`src/rtl/board_input_conditioner_if.sv`:
```
// Pad-side bundle for the board input conditioner: raw pins in, conditioned events out.
// master: the pad/top side (drives raw pins, consumes conditioned outputs).
// slave : the conditioner itself (samples raw pins, drives conditioned outputs).
interface board_input_conditioner_if #(
  parameter int N_BTN = 4,
  parameter int POS_W = 8
);
  // raw pins (asynchronous to CCLK)
  logic [N_BTN-1:0] btn_raw;
  logic             rot_a;
  logic             rot_b;
  logic             rot_ctr;
  // conditioned outputs (all registered in CCLK domain)
  logic [N_BTN-1:0] btn_level;
  logic [N_BTN-1:0] btn_press;
  logic [N_BTN-1:0] btn_release;
  logic             rot_ctr_level;
  logic             rot_ctr_press;
  logic             rot_step;
  logic             rot_dir;
  logic [POS_W-1:0] rot_pos;

  modport master (
    output btn_raw, rot_a, rot_b, rot_ctr,
    input  btn_level, btn_press, btn_release, rot_ctr_level, rot_ctr_press,
           rot_step, rot_dir, rot_pos
  );

  modport slave (
    input  btn_raw, rot_a, rot_b, rot_ctr,
    output btn_level, btn_press, btn_release, rot_ctr_level, rot_ctr_press,
           rot_step, rot_dir, rot_pos
  );
endinterface

```
`src/rtl/board_input_conditioner.sv`:
```
// Purpose: synchronise + debounce pushbuttons and rotary encoder, emit press/release pulses and rotary steps/position.
// Latency: stable raw change -> level/pulse after SYNC_STAGES+DEBOUNCE_CYCLES edges; rot_step/rot_pos one edge later.
// Backpressure: none; pulses are fire-and-forget single-cycle strobes, consumers must sample every cycle.
//
// Ports: CCLK (clock), RSTN (async active-low reset), bus (board_input_conditioner_if.slave:
//   raw btn_raw/rot_a/rot_b/rot_ctr in; btn_level/press/release, rot_ctr_level/press,
//   rot_step, rot_dir, rot_pos out).
// Build option: define ROT_SAT_EN to make rot_pos saturate instead of wrapping.
// Parameter minimums: SYNC_STAGES >= 2, DEBOUNCE_CYCLES >= 1.
module board_input_conditioner #(
  parameter int N_BTN           = 4,
  parameter int SYNC_STAGES     = 2,
  parameter int DEBOUNCE_CYCLES = 500000,
  parameter int POS_W           = 8
) (
  input logic                       CCLK,
  input logic                       RSTN,
  board_input_conditioner_if.slave  bus
);

  // channel map: buttons first, then rotary A, rotary B, rotary push
  localparam int NCH   = N_BTN + 3;
  localparam int CH_A  = N_BTN;
  localparam int CH_B  = N_BTN + 1;
  localparam int CH_C  = N_BTN + 2;
  localparam int CNT_W = $clog2(DEBOUNCE_CYCLES + 1);

  // counter value at which the next differing cycle completes the debounce
  localparam logic [CNT_W-1:0] DB_LAST = CNT_W'(DEBOUNCE_CYCLES - 1);
  localparam logic [POS_W-1:0] POS_MAX = {1'b0, {(POS_W-1){1'b1}}};
  localparam logic [POS_W-1:0] POS_MIN = {1'b1, {(POS_W-1){1'b0}}};

  logic [NCH-1:0]   raw;
  logic [NCH-1:0]   synced;
  logic [NCH-1:0]   sync_q [SYNC_STAGES];
  logic [CNT_W-1:0] cnt_q  [NCH];
  logic [CNT_W-1:0] cnt_d  [NCH];
  logic [NCH-1:0]   level_q, level_d;

  logic [N_BTN-1:0] btn_press_q, btn_press_d;
  logic [N_BTN-1:0] btn_release_q, btn_release_d;
  logic             ctr_press_q, ctr_press_d;
  logic             a_rise_q, a_rise_d;
  logic             rot_step_q, rot_step_d;
  logic             rot_dir_q, rot_dir_d;
  logic [POS_W-1:0] rot_pos_q, rot_pos_d;

  assign raw    = {bus.rot_ctr, bus.rot_b, bus.rot_a, bus.btn_raw};
  assign synced = sync_q[SYNC_STAGES-1];

  always_ff @(posedge CCLK or negedge RSTN) begin
    if (!RSTN) begin
      for (int s = 0; s < SYNC_STAGES; s++) sync_q[s] <= '0;
    end else begin
      sync_q[0] <= raw;
      for (int s = 1; s < SYNC_STAGES; s++) sync_q[s] <= sync_q[s-1];
    end
  end

  // Debounce: count consecutive cycles where synced disagrees with the accepted level;
  // any agreeing cycle restarts the count, so glitches never reach the level.
  always_comb begin
    level_d = level_q;
    for (int ch = 0; ch < NCH; ch++) begin
      cnt_d[ch] = cnt_q[ch];
      if (synced[ch] == level_q[ch]) begin
        cnt_d[ch] = '0;
      end else if (cnt_q[ch] == DB_LAST) begin
        level_d[ch] = synced[ch];
        cnt_d[ch]   = '0;
      end else begin
        cnt_d[ch] = cnt_q[ch] + CNT_W'(1);
      end
    end
  end

  // Edge strobes are taken from the level transition so they coincide with the new level.
  always_comb begin
    btn_press_d   = level_d[N_BTN-1:0] & ~level_q[N_BTN-1:0];
    btn_release_d = ~level_d[N_BTN-1:0] & level_q[N_BTN-1:0];
    ctr_press_d   = level_d[CH_C] & ~level_q[CH_C];
    a_rise_d      = level_d[CH_A] & ~level_q[CH_A];

    // direction uses the B level as it stands after this edge's update
    rot_dir_d = rot_dir_q;
    if (a_rise_d) rot_dir_d = ~level_d[CH_B];

    // step and count land one edge after the A rise, using the freshly latched direction
    rot_step_d = a_rise_q;
    rot_pos_d  = rot_pos_q;
    if (a_rise_q) begin
`ifdef ROT_SAT_EN
      if (rot_dir_q) begin
        if (rot_pos_q != POS_MAX) rot_pos_d = rot_pos_q + POS_W'(1);
      end else begin
        if (rot_pos_q != POS_MIN) rot_pos_d = rot_pos_q - POS_W'(1);
      end
`else
      if (rot_dir_q) rot_pos_d = rot_pos_q + POS_W'(1);
      else           rot_pos_d = rot_pos_q - POS_W'(1);
`endif
    end
  end

  always_ff @(posedge CCLK or negedge RSTN) begin
    if (!RSTN) begin
      for (int ch = 0; ch < NCH; ch++) cnt_q[ch] <= '0;
      level_q       <= '0;
      btn_press_q   <= '0;
      btn_release_q <= '0;
      ctr_press_q   <= 1'b0;
      a_rise_q      <= 1'b0;
      rot_step_q    <= 1'b0;
      rot_dir_q     <= 1'b0;
      rot_pos_q     <= '0;
    end else begin
      for (int ch = 0; ch < NCH; ch++) cnt_q[ch] <= cnt_d[ch];
      level_q       <= level_d;
      btn_press_q   <= btn_press_d;
      btn_release_q <= btn_release_d;
      ctr_press_q   <= ctr_press_d;
      a_rise_q      <= a_rise_d;
      rot_step_q    <= rot_step_d;
      rot_dir_q     <= rot_dir_d;
      rot_pos_q     <= rot_pos_d;
    end
  end

  assign bus.btn_level     = level_q[N_BTN-1:0];
  assign bus.btn_press     = btn_press_q;
  assign bus.btn_release   = btn_release_q;
  assign bus.rot_ctr_level = level_q[CH_C];
  assign bus.rot_ctr_press = ctr_press_q;
  assign bus.rot_step      = rot_step_q;
  assign bus.rot_dir       = rot_dir_q;
  assign bus.rot_pos       = rot_pos_q;

endmodule

```
`src/flat_wrapper.sv`:
```
// flat-port wrapper written by rule: the top's interface ports become plain ports
module board_input_conditioner_flat 
#(
  parameter int N_BTN           = 4,
  parameter int SYNC_STAGES     = 2,
  parameter int DEBOUNCE_CYCLES = 500000,
  parameter int POS_W           = 8
)
  (CCLK, RSTN, bus_btn_raw, bus_rot_a, bus_rot_b, bus_rot_ctr, bus_btn_level, bus_btn_press, bus_btn_release, bus_rot_ctr_level, bus_rot_ctr_press, bus_rot_step, bus_rot_dir, bus_rot_pos);
  board_input_conditioner_if #(.N_BTN(N_BTN), .POS_W(POS_W)) bus_i ();
  input logic CCLK;
  input logic RSTN;
  input wire logic [$bits(bus_i.btn_raw)-1:0] bus_btn_raw;
  input wire logic [$bits(bus_i.rot_a)-1:0] bus_rot_a;
  input wire logic [$bits(bus_i.rot_b)-1:0] bus_rot_b;
  input wire logic [$bits(bus_i.rot_ctr)-1:0] bus_rot_ctr;
  output wire logic [$bits(bus_i.btn_level)-1:0] bus_btn_level;
  output wire logic [$bits(bus_i.btn_press)-1:0] bus_btn_press;
  output wire logic [$bits(bus_i.btn_release)-1:0] bus_btn_release;
  output wire logic [$bits(bus_i.rot_ctr_level)-1:0] bus_rot_ctr_level;
  output wire logic [$bits(bus_i.rot_ctr_press)-1:0] bus_rot_ctr_press;
  output wire logic [$bits(bus_i.rot_step)-1:0] bus_rot_step;
  output wire logic [$bits(bus_i.rot_dir)-1:0] bus_rot_dir;
  output wire logic [$bits(bus_i.rot_pos)-1:0] bus_rot_pos;
  assign bus_i.btn_raw = bus_btn_raw;
  assign bus_i.rot_a = bus_rot_a;
  assign bus_i.rot_b = bus_rot_b;
  assign bus_i.rot_ctr = bus_rot_ctr;
  assign bus_btn_level = bus_i.btn_level;
  assign bus_btn_press = bus_i.btn_press;
  assign bus_btn_release = bus_i.btn_release;
  assign bus_rot_ctr_level = bus_i.rot_ctr_level;
  assign bus_rot_ctr_press = bus_i.rot_ctr_press;
  assign bus_rot_step = bus_i.rot_step;
  assign bus_rot_dir = bus_i.rot_dir;
  assign bus_rot_pos = bus_i.rot_pos;
  board_input_conditioner #(.N_BTN(N_BTN), .SYNC_STAGES(SYNC_STAGES), .DEBOUNCE_CYCLES(DEBOUNCE_CYCLES), .POS_W(POS_W)) u_core (.CCLK(CCLK), .RSTN(RSTN), .bus(bus_i));
endmodule
```
`config.mk`:
```
export PLATFORM = sky130hd
export DESIGN_NAME = board_input_conditioner_flat
export DESIGN_NICKNAME = d
export VERILOG_FILES = /design/src/rtl/board_input_conditioner_if.sv /design/src/rtl/board_input_conditioner.sv /design/src/flat_wrapper.sv
export SDC_FILE = /design/constraint.sdc
export NUM_CORES = 1
export LEC_CHECK = 0
export ABC_AREA = 1
export CELL_PAD_IN_SITES_DETAIL_PLACEMENT = 1
export CELL_PAD_IN_SITES_GLOBAL_PLACEMENT = 2
export CORE_MARGIN = 2
export CORE_UTILIZATION = 38
export CTS_BUF_LIST = sky130_fd_sc_hd__clkbuf_8
export CTS_CLUSTER_SIZE = 8
export DETAILED_ROUTE_END_ITERATION = 8
export PLACE_DENSITY_LB_ADDON = 0.2
export SLEW_MARGIN = 20
export SYNTH_ARGS = -nofsm -noshare
export SYNTH_HDL_FRONTEND = slang
export SYNTH_SLANG_ARGS = --single-unit
```
`constraint.sdc`:
```
create_clock -name CCLK -period 2.05 [get_ports CCLK]
set_input_delay 0.3075 -clock CCLK [delete_from_list [all_inputs] [get_ports CCLK]]
set_output_delay 0.3075 -clock CCLK [all_outputs]
set_load 0.02 [all_outputs]
```
## Word-level counts from Yosys, hierarchy flattened

Cells that the tools add are included.

| storage, ports and cells | value |
|---|---|
| logic and storage cells | 78 |
| register bits after elaboration | 174 |
| output and inout port bits | 24 |
| input port bits | 9 |

| operators by class | value |
|---|---|
| $add $sub $neg | 9 |
| bitwise logic cells | 9 |
| muxes and demuxes | 29 |
| equality and inequality tests | 14 |

Operator list:

| cell | number |
|---|---|
| $mux W19 | 14 |
| $add A19 B1 Y19 const B | 7 |
| $eq A19 B19 Y1 const B | 7 |
| $mux W1 | 14 |
| $add A8 B1 Y8 const B | 1 |
| $and A4 B4 Y4 | 2 |
| $mux W8 | 1 |
| $not A4 Y4 | 2 |
| $sub A8 B1 Y8 const B | 1 |
| $eq A1 B1 Y1 | 7 |
| $not A1 Y1 | 3 |
| $and A1 B1 Y1 | 2 |

## Logic depth before layout (Yosys ltp)

Gate-level depths: netlist of the first run.

| logic depth | value |
|---|---|
| depth after elaboration | 5 |
| mapped depth | 9 |
| gate-level depth less buffers | 9 |

## Worst setup path before layout of the first run

Ideal clock, no wire load.

| path | value |
|---|---|
| kind | reg2reg |
| start | register u_core.rot_dir_q, in the netlist u_core.bus.rot_dir |
| end | register u_core.rot_pos_q[6], in the netlist u_core.bus.rot_pos[6] |
| data required time | 1932 ps |
| setup time | 118 ps |
| arrival | 1636 ps |
| cell stages (with the launch flop) | 9 |
| path buffers | 0 |
| period minus slack after synthesis | 1753 ps |
| setup slack | 297 ps |
| cells stage by stage | dfrtp_1 inv_1 ha_1 a21oi_1 or2_2 nand3_1 nand2_1 nand3_1 nand2_1 |

| between the ends | value |
|---|---|
| cells in the longest elaborated chain, start to end | 1 |

RTL lines:

| what | line | text |
|---|---|---|
| from (decl) | board_input_conditioner.sv:45 | `logic rot_dir_q, rot_dir_d;` |
| from (signal assigned) | board_input_conditioner.sv:124 | `rot_dir_q <= rot_dir_d;` |
| $mux W8 | board_input_conditioner.sv:99 | `if (rot_dir_q) rot_pos_d = rot_pos_q + POS_W'(1);` |
| to (signal assigned) | board_input_conditioner.sv:125 | `rot_pos_q <= rot_pos_d;` |
| to (decl) | board_input_conditioner.sv:46 | `logic [POS_W-1:0] rot_pos_q, rot_pos_d;` |

Every way passes these cells.
A chain may end at the register's enable or synchronous reset.

## Worst setup path after layout of the first run

| path | value |
|---|---|
| start | register u_core.rot_pos_q[0], in the netlist u_core.bus.rot_pos[0] |
| end | output bus_rot_pos[0] |

RTL lines:

| what | line | text |
|---|---|---|
| to (decl) | flat_wrapper.sv:24 | `output wire logic [$bits(bus_i.rot_pos)-1:0] bus_rot_pos;` |

No word-level cell between the ends.

==> flow_summary_export.csv, run 1 <==
group,metric,value,unit
synthesis,synthFlopType,"dfrtp_1",
synthesis,ys_ff_latch,174,
finish,area_growth,13.25,%
min_path,worstHoldPathCells,1,
synthesis,synth_warnings,0,
synthesis,avgSynthCellArea,7.844,um2
setup_path,crit_path_end_kind,"primary output",
clocking,post_cts_buffers,0,
placement,place_congestion,0.7697,
die,die_w,158.9,um
power_and_ir_drop,power_density,606.9,nW/um2
setup_path,ff2ff_path_depth,8,
finish,final-instance-count-excl-fill,1549,
power_and_ir_drop,p_total,6.265,mW
synthesis,yosysUniqueCellTypes,37,
setup_path,reg2reg_slack,260,ps
status,outcome,"complete, no violations",
sta,hold_ws,273.3,ps
global_routing,grt_overflow,0,
finish,seqCellArea,4354,um2
detailed_routing,drt-total-wl,21000,um
synthesis,synthTopCellsByCount,"265 x nand2_1, 259 x nor2_1, 174 x dfrtp_1, 136 x inv_1, 53 x nand3_1",
clocking,tritoncts,"done",
global_routing,use_met1,24.13,%
global_routing,grt_max_degree,56,
synthesis,ys_seq_area_share,47.77,%
global_routing,antenna_found_initial,0,
global_routing,first_global_vias,7817,
die,dieArea,25240,um2
synthesis,synthArstFlopShare,100.0,%
synthesis,syn_area,9115,um2
finish,drive_gt1_share,9.350,%
setup_path,slowest_delay,630,ps
power_and_ir_drop,ir_drop,0.4058,mV
setup_path,worstPathMaxFanout,4,
sta,min_period_over_period,89.58,%
placement,io_buffers,32,
detailed_routing,viasPerCell,4.788,
synthesis,synth.most_common_cell,"nand2_1",
clocking,clk_latency,460,ps
detailed_routing,drt-pass1-iter-count,4,
synthesis,yosys-top-cells-area,"dfrtp_1 48%, nand2_1 11%, nor2_1 11%",
synthesis,yosys.area.top_type,"dfrtp_1",
clocking,h-tree-depth,4,
placement,dp_hpwl,15770,um
die,placementRows,56,
detailed_routing,num_vias,7417,
synthesis,synthCells,1162,
sta,fin_tns_setup,0,ps
sta,relSlewSlack,68.34,%
setup_path,arrival,1530,ps
detailed_routing,drt_iter0_drc,247,
global_routing,grt_usage,17.69,%
detailed_routing,post_drt_wl_per_cell,13.56,um
sta,finalSetupViolations,0,
placement,placed_cells,1517,
setup_path,reg2reg_from,"u_core.bus.rot_dir$_DFFE_PN0P_",
placement,place_area,9910,um2
synthesis,synth_nets,1185,
sta,finalCriticalPeriod,1836,ps
setup_path,crit_required,1740,ps
sta,finalHoldViolCount,0,
sta,tightestPinTransition,474.4,ps
clocking,clkTransAtPathRegs,90,ps
power_and_ir_drop,p_leak,4.500,nW
finish,final_util,43.85,%
detailed_routing,ant_nets,0,
min_path,worstHoldStart,"bus_btn_raw[1]",
detailed_routing,drc_errors,0,
global_routing,met3_usage,3.187,%
clocking,clockBufferDepth,2,
global_routing,use_met2,29.60,%
setup_path,slowest_stage,"clkdlybuf4s50_1",
synthesis,synth-edff-count,0,
die,core,23540,um2
setup_path,cp_num_buf_inv,1,
die,io_pins,33,
synthesis,synth_top_cell_area_share,47.77,%
sta,rsz0062_at_grt,"false",
finish,final.fill_count,2943,
die,initial_utilization,38.72,%
clocking,root_buffer,"clkbuf_8",
die,die_h,158.9,um
setup_path,startpoint_type,"flop",
global_routing,top_usage_layer,"met2",
finish,fin_area,10320,um2
setup_path,critPathTopFamily,"buffers and inverters",
setup_path,timing.rr.end,"u_core.bus.rot_pos[6]$_DFFE_PN0P_",
placement,preCtsSetupSlack,265.4,ps
clocking,cts_made_buffers,17,
sta,drv_slew,0,
finish,insertedDiodeCount,0,
sta,fin_worst_skew,17.47,ps
setup_path,crit_chain,"clkdlybuf4s50_1",
finish,fin_nets,1241,
sta,max_freq,0.5445,GHz
min_path,hp-class,"in -> reg",
sta,setup_ws,213.5,ps
min_path,whs_endpoint,"u_core.sync_q[8]$_DFF_PN0_",
run,cap_viol_max_count,0,
global_routing,grt_pass1_wl,37270,um
setup_path,worstSetupPathType,"reg -> out",
finish,multi_input_area,4194,um2
clocking,cts_sinks,174,
final cells by class:
type,count,area share [%]
Inverter,142,5.164
Tap cell,319,3.867
Timing Repair Buffer,42,4.255
Multi-Input combinational cell,841,40.63
Sequential cell,174,42.18
Clock inverter,13,1.503
Clock buffer,18,2.400
worst max-delay path by stage:
stage / start / to / slack, ps / depth (start not counted)
floorplan: u_core.bus.rot_dir$_DFFE_PN0P_ / u_core.bus.rot_pos[6]$_DFFE_PN0P_ / 300 / 8
global placement: u_core.bus.rot_dir$_DFFE_PN0P_ / u_core.bus.rot_pos[7]$_DFFE_PN0P_ / 340 / 8
detailed placement: u_core.bus.rot_dir$_DFFE_PN0P_ / u_core.bus.rot_pos[6]$_DFFE_PN0P_ / 270 / 8
CTS: u_core.bus.rot_pos[0]$_DFFE_PN0P_ / bus_rot_pos[0] / 160 / 1
global route: u_core.bus.rot_dir$_DFFE_PN0P_ / u_core.bus.rot_pos[7]$_DFFE_PN0P_ / 70 / 9
finish: u_core.bus.rot_pos[0]$_DFFE_PN0P_ / bus_rot_pos[0] / 210 / 1
state kept, by name, summed over array words and instances, names as in the netlist:
name,cells
u_core.bus.btn_press,4
u_core.sync_q,7
u_core.cnt_q,133
u_core.level_q,7
u_core.bus.btn_release,4
u_core.bus.rot_step,1
u_core.bus.rot_pos,8
u_core.synced,7
u_core.bus.rot_ctr_press,1
u_core.bus.rot_dir,1
u_core.a_rise_q,1
power by group:
| group | switching (mW) | total [mW] | internal [mW] |
|---|---|---|---|
| Clock | 1.36 | 2.50 | 1.14 |
| Sequential | 0.0397 | 3.52 | 3.48 |
| Combinational | 0.170 | 0.248 | 0.0777 |
cells by family (layout without fill, tap and decap cells):
kind of cell    count (synthesis)  after routing  synth area share (%)
flops                         174            174                 47.77
compound gates                 53             53                 3.349
fa+ha+maj                      14             14                 2.004
buf+inv                       147            215                 6.218
simple gates                  717            717                 35.18
xor+xnor                       57             57                 5.477
placed cells by master (no fill, tap or decap), types with 21 or more instances in the layout:
cell	count
clkdlybuf4s50_1	31
dfrtp_1	174
inv_1	136
nand2_1	265
nand3_1	53
nand4_1	23
nor2_1	259
nor2_2	27
nor3_1	37
o21ai_0	21
xor2_1	39
timing repair:
item	CTS	global route
hold buffers	1	0
hold endpoints to repair	33	0
gates resized for setup	0	0
per-layer routing:
layer	part of all wire, %	vias to the layer above	wire, um
met4	0.66	0	138
met3	1.9	7	408
met2	48	46	10120
met1	49	3633	10340
met5	0	-	0
li1	-	3731	-
Note: power is estimated with default switching activity, not from simulation.
==> inputs of run 2 (changes only) <==
CORE_UTILIZATION = 35   (was 38)
clock period = 1.6 ns   (was 2.05 ns; I/O delays follow)
==> run 2 against run 1 <==
Net effect:
- routed wire length rose by 3.9%
- core utilization fell by 2.1 points
- sequential power rose by 28%
- via count rose by 1.8%
- clock power rose by 16%
==> flow_summary_export.csv, run 2 (same netlist as run 1, synthesis figures left out) <==
group,metric,value,unit
status,outcome,"complete, no violations",
die,die_w,165.4,um
finish,top_register,"u_core.cnt_q",
clocking,tritoncts,"done",
clocking,clk_latency,470,ps
placement,dp_hpwl,16440,um
global_routing,grt_overflow,0,
sta,hold_ws,201.2,ps
die,dieArea,27350,um2
sta,min_period_over_period,96.52,%
sta,finalSetupViolations,0,
clocking,cts_made_buffers,17,
detailed_routing,drt-pass1-iter-count,4,
setup_path,worstSetupPathType,"reg -> out",
sta,fin_worst_skew,18.25,ps
global_routing,grt_pass1_wl,37950,um
setup_path,arrival,1300,ps
setup_path,worstPathMaxFanout,2,
global_routing,grt_usage,17.24,%
sta,drv_slew,0,
power_and_ir_drop,clkPwrFrac,37.2,%
detailed_routing,drt-total-wl,21830,um
die,core,25840,um2
sta,max_freq,0.6475,GHz
finish,final_common_cell,"nand2_1",
finish,insertedDiodeCount,0,
detailed_routing,viasPerCell,4.691,
sta,tightestPinTransition,444.1,ps
setup_path,crit_path_end_kind,"primary output",
placement,placed_cells,1568,
power_and_ir_drop,power_density,721.6,nW/um2
sta,finalCriticalPeriod,1544,ps
die,placementRows,59,
setup_path,startpoint_type,"flop",
power_and_ir_drop,ir_drop,0.4067,mV
min_path,hp-class,"in -> reg",
clocking,root_buffer,"clkbuf_8",
detailed_routing,num_vias,7552,
detailed_routing,drt_iter0_drc,258,
power_and_ir_drop,p_seq_share,57.9,%
global_routing,first_global_vias,7750,
power_and_ir_drop,p_leak,4.845,nW
finish,final-instance-count-excl-fill,1610,
clocking,h-tree-depth,4,
clocking,clkTransAtPathRegs,90,ps
finish,fin_nets,1285,
global_routing,antenna_found_initial,0,
power_and_ir_drop,switching_share,25.96,%
placement,io_buffers,32,
setup_path,crit_required,1360,ps
power_and_ir_drop,switchingPower,2.019,mW
finish,final_cell_mix,"262 x nand2_1, 251 x nor2_1, 171 x dfrtp_1",
power_and_ir_drop,p_total,7.779,mW
finish,seqCellArea,4358,um2
die,die_h,165.4,um
finish,drive_gt1_share,14.90,%
finish,area_growth,18.26,%
global_routing,grt_max_degree,45,
run,cap_viol_max_count,0,
clocking,cts_sinks,174,
power_and_ir_drop,combPwrFrac,4.9,%
sta,finalHoldViolCount,0,
detailed_routing,drc_errors,0,
die,initial_utilization,35.28,%
power_and_ir_drop,p_int,5.759,mW
finish,largest_register_ffs,133,
detailed_routing,ant_nets,0,
finish,final.fill_count,3233,
detailed_routing,post_drt_wl_per_cell,13.56,um
placement,place_congestion,0.7534,
clocking,clockBufferDepth,2,
die,io_pins,33,
sta,relSlewSlack,70.18,%
finish,multi_input_area,4372,um2
-- run 2: cell count changes in the layout (fill, tap and decap cells not counted), sizes merged --
cell	delta
buf	+44
clkdlybuf4s50	-24
dlygate4sd2	+23
bufinv	-2
clkbuf	+2
clkinv	+2
clkinvlp	-1
inv	+1
-- run 2: per-layer routing --
metal / up-vias / share of wire (%) / GRT usage [%]
li1: 3825 / - / -
met5: - / 0 / 0
met2: 40 / 47 / 28.31
met1: 3677 / 50 / 23.77
met3: 10 / 1.9 / 3.197
met4: 0 / 0.75 / 3.762
-- run 2: final cells by class --
| cell class | count | area share [%] |
|---|---|---|
| multi-input cells | 841 | 40.56 |
| clock buffers | 19 | 2.426 |
| clock inverters | 13 | 0.8358 |
| repair buffers | 86 | 6.825 |
| flip-flops and latches | 174 | 40.43 |
| inverters | 142 | 5.038 |
| well taps | 335 | 3.889 |
-- run 2: final timing paths --
path	slack (ps)	depth (start not counted)	startpoint	to
min in group asynchronous	250	2	RSTN	u_core.cnt_q[28]$_DFF_PN0_
max reg2reg	100	8	u_core.cnt_q[38]$_DFF_PN0_	u_core.cnt_q[56]$_DFF_PN0_
max in group asynchronous	750	3	RSTN	u_core.cnt_q[78]$_DFF_PN0_
min	200	1	bus_btn_raw[2]	u_core.sync_q[9]$_DFF_PN0_
max	60	2	u_core.bus.rot_pos[4]$_DFFE_PN0P_	bus_rot_pos[4]
min reg2reg	360	0	u_core.sync_q[7]$_DFF_PN0_	u_core.synced[0]$_DFF_PN0_
-- run 2: critical path: stages (launching register included) --
cell           delay (ps)
dfrtp_1               390
buf_4                 140
dlygate4sd2_1         310
-- run 2: per-stage QoR --
step	setup TNS, ps	area [um2]	setup WS [ps]	utilization (%)
2_1_floorplan	0	9129	12.29	-
3_3_place_gp	0	10210	13.62	39.50
3_5_place_dp	-122.6	10210	-30.47	39.50
4_1_cts	0	10550	5.645	40.82
5_1_grt	-50.71	10780	-17.93	41.72
6_report	0	10780	55.65	41.72
-- run 2: repair_timing --
item | CTS | global route
endpoints found under the hold margin | 37 | 0
pin swaps | 0 | 9
endpoints found under the setup margin | 34 | 78
resized for setup | 28 | 42
buffers inserted | 0 | 9
hold buffers | 1 | 0
-- run 2: power groups by stage --
stage	Sequential, mW	Combinational, mW	Clock (mW)
floorplan	4.58	0.135	0
global placement	4.59	0.366	0
detailed placement	4.59	0.370	0
CTS	4.51	0.376	3.05
global route	4.52	0.436	3.23
finish	4.51	0.377	2.89
